--- src/rtl/fetch_unit.sv ---
// Instruction fetch front end: credit-limited request issue, in-order response
// pairing with issue addresses, and a small instruction buffer toward decode.
module fetch_unit #(
  parameter int                 ADDR_W    = 32,
  parameter logic [ADDR_W-1:0]  RESET_PC  = 32'h00400000,
  parameter int                 BUF_DEPTH = 4
) (
  input  logic              clk,
  input  logic              reset,
  output logic              req_valid,
  output logic [ADDR_W-1:0] req_addr,
  input  logic              req_ready,
  input  logic              rsp_valid,
  input  logic [31:0]       rsp_data,
  input  logic              redirect_valid,
  input  logic [ADDR_W-1:0] redirect_pc,
  output logic              out_valid,
  output logic [31:0]       out_instr,
  output logic [ADDR_W-1:0] out_pc,
  input  logic              out_ready
);

  localparam int PTR_W = $clog2(BUF_DEPTH);
  localparam int CNT_W = PTR_W + 1;
  localparam logic [ADDR_W-1:0] ALIGN_MASK = ~ADDR_W'(3);

  logic [ADDR_W-1:0] fpc;
  logic [CNT_W-1:0]  count, outstanding, discard;
  logic [CNT_W:0]    used;

  logic [31:0]       fifo_instr [BUF_DEPTH];
  logic [ADDR_W-1:0] fifo_pc    [BUF_DEPTH];
  logic [PTR_W-1:0]  f_rd, f_wr;

  logic [ADDR_W-1:0] addr_q [BUF_DEPTH];
  logic [PTR_W-1:0]  q_rd, q_wr;

  logic hs, rsp_ok, rsp_drop, push, pop;

  // Buffered plus in-flight entries may never exceed the buffer size, so a
  // response always has a slot to land in.
  assign used      = {1'b0, count} + {1'b0, outstanding};
  assign req_valid = !reset && !redirect_valid && (used < (CNT_W+1)'(BUF_DEPTH));
  assign req_addr  = fpc & ALIGN_MASK;
  assign hs        = req_valid && req_ready;

  // A response with nothing outstanding is stale (e.g. issued before a reset).
  assign rsp_ok    = rsp_valid && (outstanding != '0);
  assign rsp_drop  = rsp_ok && (discard != '0);
  assign push      = rsp_ok && !rsp_drop && !redirect_valid;
  assign pop       = out_valid && out_ready && !redirect_valid;

  assign out_valid = (count != '0);
  assign out_instr = out_valid ? fifo_instr[f_rd] : '0;
  assign out_pc    = out_valid ? fifo_pc[f_rd]    : '0;

  always_ff @(posedge clk or posedge reset) begin
    if (reset) begin
      fpc         <= RESET_PC;
      count       <= '0;
      outstanding <= '0;
      discard     <= '0;
      f_rd        <= '0;
      f_wr        <= '0;
      q_rd        <= '0;
      q_wr        <= '0;
    end else if (redirect_valid) begin
      // Everything still in flight belongs to the old path and must be dropped.
      fpc         <= redirect_pc & ALIGN_MASK;
      count       <= '0;
      f_rd        <= '0;
      f_wr        <= '0;
      q_rd        <= '0;
      q_wr        <= '0;
      discard     <= outstanding - CNT_W'(rsp_ok);
      outstanding <= outstanding - CNT_W'(rsp_ok);
    end else begin
      if (hs) begin
        fpc  <= fpc + ADDR_W'(4);
        q_wr <= q_wr + PTR_W'(1);
      end
      if (push)     q_rd    <= q_rd + PTR_W'(1);
      if (rsp_drop) discard <= discard - CNT_W'(1);
      if (push)     f_wr    <= f_wr + PTR_W'(1);
      if (pop)      f_rd    <= f_rd + PTR_W'(1);
      count       <= count + CNT_W'(push) - CNT_W'(pop);
      outstanding <= outstanding + CNT_W'(hs) - CNT_W'(rsp_ok);
    end
  end

  always_ff @(posedge clk) begin
    if (hs) addr_q[q_wr] <= req_addr;
    if (push) begin
      fifo_instr[f_wr] <= rsp_data;
      fifo_pc[f_wr]    <= addr_q[q_rd];
    end
  end

endmodule
--- config.mk ---
export PLATFORM = sky130hd
export DESIGN_NAME = fetch_unit
export DESIGN_NICKNAME = d
export VERILOG_FILES = /design/src/rtl/fetch_unit.sv
export SDC_FILE = /design/constraint.sdc
export NUM_CORES = 1
export LEC_CHECK = 0
export CAP_MARGIN = 40
export CELL_PAD_IN_SITES_DETAIL_PLACEMENT = 0
export CELL_PAD_IN_SITES_GLOBAL_PLACEMENT = 1
export CORE_MARGIN = 1.5
export CORE_UTILIZATION = 44
export DETAILED_ROUTE_END_ITERATION = 8
export GPL_ROUTABILITY_DRIVEN = 0
export PLACE_DENSITY = 0.72
export SYNTH_ARGS = -nofsm -noshare
export SYNTH_HDL_FRONTEND = slang
export SYNTH_SLANG_ARGS = --single-unit
--- constraint.sdc ---
create_clock -name clk -period 3.35 [get_ports clk]
set_input_delay 1.005 -clock clk [delete_from_list [all_inputs] [get_ports clk]]
set_output_delay 1.005 -clock clk [all_outputs]
set_load 0.01 [all_outputs]
[Word-level counts from Yosys, hierarchy flattened]
Memory sizes are Yosys's and may differ from the RTL's.
Cells that the tools add are included.
Storage, ports and cells
  bits in registers: 49
  bits in writable memories: 376
  word-level logic and storage cells: 63
  input bits: 70
  memories: 3
  output and inout port bits: 98
Operators by class
  order comparisons: 1
  multiplexer cells: 20
  add/subtract/negate cells: 12
  reductions and logical operators: 19
Memory list
  fifo_instr: words 4, width 32, read ports 1, clocked after memory_dff 0, write ports 1, line 31  | logic [31:0] fifo_instr [BUF_DEPTH];
  fifo_pc: words 4, width 32, read ports 1, clocked after memory_dff 0, write ports 1, line 32  | logic [ADDR_W-1:0] fifo_pc [BUF_DEPTH];
  addr_q: words 4, width 30, read ports 1, clocked after memory_dff 0, write ports 1, line 35  | logic [ADDR_W-1:0] addr_q [BUF_DEPTH];
Operators with widths (number)
  32-bit 2-to-1 mux: 4
  32-bit by 3-bit adder with 32-bit output (second input constant): 1
  2-bit 2-to-1 mux: 8
  3-bit 2-to-1 mux: 4
  1-bit logical AND: 9
  3-bit nonzero test: 3
  3-bit by 1-bit subtractor with 3-bit output: 3
  2-bit by 1-bit adder with 2-bit output (second input constant): 4
  2-bit nonzero test: 4
  3-bit by 1-bit adder with 3-bit output: 2
  3-bit by 3-bit adder with 4-bit output: 1
  4-bit by 3-bit < comparator with 1-bit output (second input constant): 1
  1-bit 2-to-1 mux: 4
  1-bit logical NOT: 3
  3-bit by 1-bit subtractor with 3-bit output (second input constant): 1

[Longest topological paths before layout]
  depth after elaboration: 9
  mapped depth: 13
  gate-level depth less buffers: 12

[Least setup slack after synthesis]
No wires, ideal clock.
  path kind: input-to-reg
  start point: in rsp_valid
  end point: mem fifo_instr[0][0] (enable)
  buffers on the path: 0
  setup slack: -452 ps
  data arrival time: 3375 ps
  cell stages on the path: 3
  setup time: 427 ps
  data required time: 2923 ps
  cells stage by stage: o31ai_1 -> nor3b_1 -> and3_1
On the way
  longest elaborated chain between the ends: 7
RTL lines
  start, declared: line 13  | input logic rsp_valid,
  1-bit logical AND (*): line 48  | assign rsp_ok = rsp_valid && (outstanding != '0);
  1-bit logical AND: line 49  | assign rsp_drop = rsp_ok && (discard != '0);
  1-bit logical NOT: line 50  | assign push = rsp_ok && !rsp_drop && !redirect_valid;
  1-bit logical AND (*) (2 in a row): line 50
  1-bit 2-to-1 mux (*): line 93  | if (push) begin
  1-bit 2-to-1 mux (implied by the code) (*): line 94  | fifo_instr[f_wr] <= rsp_data;
  end, declared: line 31
Every way passes the cells marked *; elsewhere a longest branch is shown, timed or not.

[Worst setup path after layout]
  start point: reg f_rd[0]
  end point: out out_instr[27]
On the way
  longest elaborated chain between the ends: 2
RTL lines
  start, declared: line 33  | logic [PTR_W-1:0] f_rd, f_wr;
  start signal, assigned: line 85  | if (pop) f_rd <= f_rd + PTR_W'(1);
  memory read 4 x 32 bit
  32-bit 2-to-1 mux: line 54  | assign out_instr = out_valid ? fifo_instr[f_rd] : '0;
  end, declared: line 18  | output logic [31:0] out_instr,
Every way passes these cells.

==> summary.txt <==
Status
  – Status: complete, no violations

Critical path
  – WP data arrival: between 2 and 2.5 ns
  – CP Max Fanout: 9
  – CP Capture Type: output pin
  – Worst path required time: around 2.3 ns
  – Worst reg2reg path endpoint: outstanding[2]
  – Worst r2r src: outstanding[2]
  – Worst Reg2Reg Path Length in Cells: 11
  – R2R setup slack: between 0.3 and 0.4 ns
  – Worst setup SP type: flop
  – Critical path type: reg2out
  – Worst Setup SP: f_rd[0]
  – CP endpoint: out_instr[27]

Synthesis
  – Synth Warn #: 0
  – Ys async rst share: about 11%
  – Syn Inst Count: roughly 880
  – Post-Syn Area: about 17000 um^2
  – Synth unique cells: between 40 and 50
  – EDFF count, synth: 368
  – Sequential fraction of the synthesis area: between 70% and 80%
  – Synth Area per Inst: around 19 um^2
  – Main synth FF type: edfxtp_1
  – #FFs+latches synth: 415

Run
  – Max-cap violations: 0

Clock tree
  – Root Buffer: clkbuf_16
  – Hold_buf cts: 0
  – Worst-path clk slew: 0.06 ns
  – Worst-Skew Late Latency: 0.54 ns
  – Total clock sinks: ~420
  – H-Tree Depth: 2
  – Num CTS Buffers: 44
  – CTS tree: done
  – Max clock buf depth: 3

Global routing
  – Vias in the first global route: between 9k and 10k
  – Initial antenna violation count: 0
  – Largest net degree at the start of global routing: 34
  – GRT Util Overall: approximately 19%
  – Grt ovf: 0
  – First-pass GRT wire length: 54.0 mm

Die
  – Starting Density: a little under half
  – Rows: 70
  – Die height: between 150 and 200 um
  – Die Width: a little under 200 um
  – Top-Level Pins: between 150 and 200
  – Core area: about 37000 um^2
  – Die footprint: around 39000 um^2

Layout
  – Core Util, Final: between 50% and 60%
  – Layout cells sized above 1: between 20% and 30%
  – Layout Nets: 1198
  – Area grow syn2layout: 26.0%
  – Most frequent cells in the layout: edfxtp_1, clkdlybuf4s50_1, mux4_2
  – Commonest non-fill, non-tap cell in the layout: edfxtp_1
  – Multi-input logic area: between 4000 and 5000 um^2
  – Register area: 12200 um^2
  – Filler cell count: between 2k and 3k

Route
  – Antenna-violating nets left: 0
  – Vias/cell: 5.34
  – DR DRC count: 0
  – Drt first pass iters: 4
  – Starting DRC count in detailed routing: between 400 and 500
  – Average wire per standard cell: 21.5 um
  – WL final: 35.4 mm
  – Via count: about 8.8k

Min path
  – Hold/Removal Path Class: reg2reg

STA
  – Slew headroom: between 40% and 50%
  – Clock Skew: between 0.02 and 0.025 ns
  – Min Tclk post-route: ~3.3 ns
  – Final number of max-transition violations: 0
  – Final setup viols: 0
  – TNS Setup: 0 ns
  – RSZ-0062 raised after global routing: true
  – Period utilization: a little over nine tenths
  – F_max: 302 MHz
  – Worst Max-Slew Pin Slew: ~0.85 ns
  – Final Hold Viols: 0

Placed design
  – Buffers on Ports: 161
  – Half-perimeter wire length after placement: 22.3 mm

Pwr
  – Comb power frac: around a quarter
  – Switching Share: a little over a quarter
  – Peak supply drop: roughly 0.00039 V
  – Leakage power: 7.29 nW
  – Int Power: approximately 11 mW
  – Power Dens Cells: approximately 710 nW/um^2
  – Sw Pwr: between 3 and 4 mW
  – Tot Pwr: between 10 and 15 mW
  – Clk network pwr share: 31.6%
  – Sequential Power Share: between 40 and 50%
==> worst min path at each step <==
| stage | startpoint | end | slack, ns | cells after the start |
|---|---|---|---|---|
| 2_1_floorplan | outstanding[2] | outstanding[2] | 0.50 | 1 |
| 3_3_place_gp | outstanding[2] | outstanding[2] | 0.57 | 1 |
| 3_5_place_dp | outstanding[2] | outstanding[2] | 0.55 | 1 |
| 4_1_cts | outstanding[2] | outstanding[2] | 0.56 | 1 |
| 5_1_grt | outstanding[2] | outstanding[2] | 0.58 | 1 |
| 6_report | outstanding[2] | outstanding[2] | 0.57 | 1 |
==> synth_stat cells (all sizes together) (2+ instances only) <==
| library cell | n | area (um^2) |
|---|---|---|
| mux4 | 92 | 2070 |
| inv | 23 | 86.3 |
| a221o | 8 | 80.1 |
| nand2 | 39 | 146 |
| buf | 26 | 141 |
| fa | 2 | 40.0 |
| mux2i | 6 | 60.1 |
| or3 | 4 | 25.0 |
| edfxtp | 368 | 11100 |
| and3 | 9 | 56.3 |
| a21oi | 4 | 20.0 |
| clkbuf | 21 | 78.8 |
| and4 | 3 | 26.3 |
| a32oi | 2 | 17.5 |
| nand3 | 24 | 120 |
| nand4 | 9 | 56.3 |
| xor2 | 7 | 61.3 |
| nor2b | 2 | 12.5 |
| a31oi | 3 | 18.8 |
| o311ai | 9 | 78.8 |
| a22oi | 3 | 22.5 |
| o31ai | 3 | 22.5 |
| or4 | 5 | 41.3 |
| and2 | 69 | 432 |
| dfrtp | 46 | 1150 |
| xnor2 | 5 | 43.8 |
| o21ai | 21 | 105 |
| ha | 19 | 238 |
| a21o | 2 | 15.0 |
| o211ai | 8 | 60.1 |
| nand2b | 5 | 31.3 |
| nor3 | 5 | 25.0 |
| nor2 | 18 | 70.1 |
==> logic make-up (layout without fill, tap and decap cells) <==
kind of cell	count (synthesis)	count (layout)	share of synthesized area, %
adder cells (fa/ha/maj)	21	21	1.67
AND/OR/NAND/NOR	196	196	6.55
multiplexers	98	98	12.8
flip-flops	415	415	73.6
other	1	5	0.0226
buffers and inverters	70	328	1.85
XOR/XNOR	12	12	0.633
AO/OA/AOI/OAI	66	66	2.81
==> power by group through the flow <==
stage / Sequential (mW) / Combinational, mW / Clock (mW)
5_1_grt: 6.39 / 4.09 / 4.94
3_5_place_dp: 6.50 / 3.61 / 0
3_3_place_gp: 6.49 / 3.57 / 0
6_report: 6.34 / 3.77 / 4.66
4_1_cts: 6.35 / 3.86 / 4.76
2_1_floorplan: 6.34 / 2.03 / 0
==> sequential cells by signal (all words and copies together), names as in the netlist, 3 cells and up <==
| register | count |
|---|---|
| discard | 3 |
| fpc | 30 |
| count | 3 |
| fifo_instr | 128 |
| addr_q | 120 |
| fifo_pc | 120 |
| outstanding | 3 |
==> final cells by class <==
cell class	instances	area share, %
antenna	1	0.0120
clock buffer	56	5.73
clock inverter	23	0.980
inverter	23	0.412
multi-input combinational	397	19.8
sequential	415	58.5
tap	504	3.01
timing repair buffer	226	11.6
==> metrics by stage <==
stage	cell area [um^2]	cells	hold slack (ns)	worst slack [ns]
floorplan	16700	882	0.502	-0.0646
global placement	19400	1550	0.567	-0.279
detailed placement	19400	1550	0.555	-0.305
CTS	20900	1640	0.563	-0.126
global route	20900	1644	0.581	-0.0165
finish	20900	1645	0.568	0.0426
==> worst max-delay path: stages, from the launching register on <==
cell	delay, ns
dfrtp_4	0.49
buf_12	0.16
buf_4	0.14
buf_12	0.12
buf_16	0.14
mux4_2	0.41
and2_4	0.17
buf_2	0.13
==> layer usage <==
metal / GRT usage, % / part of all wire (%) / wire length (um) / vias up
li1: - / - / - / 3981
met1: 26.5 / 45 / 16000 / 4534
met2: 30.2 / 48 / 17100 / 210
met3: 2.80 / 4.4 / 1560 / 54
met4: 4.78 / 2.1 / 741 / 0
met5: 0 / 0 / 0 / -
==> repair_timing <==
item	CTS	global route
endpoints found under the setup margin	63	23
buffers inserted	8	4
cloned	3	0
pin swaps	1	1
gates resized for setup	85	60
Note: power is estimated with default switching activity, not from simulation.
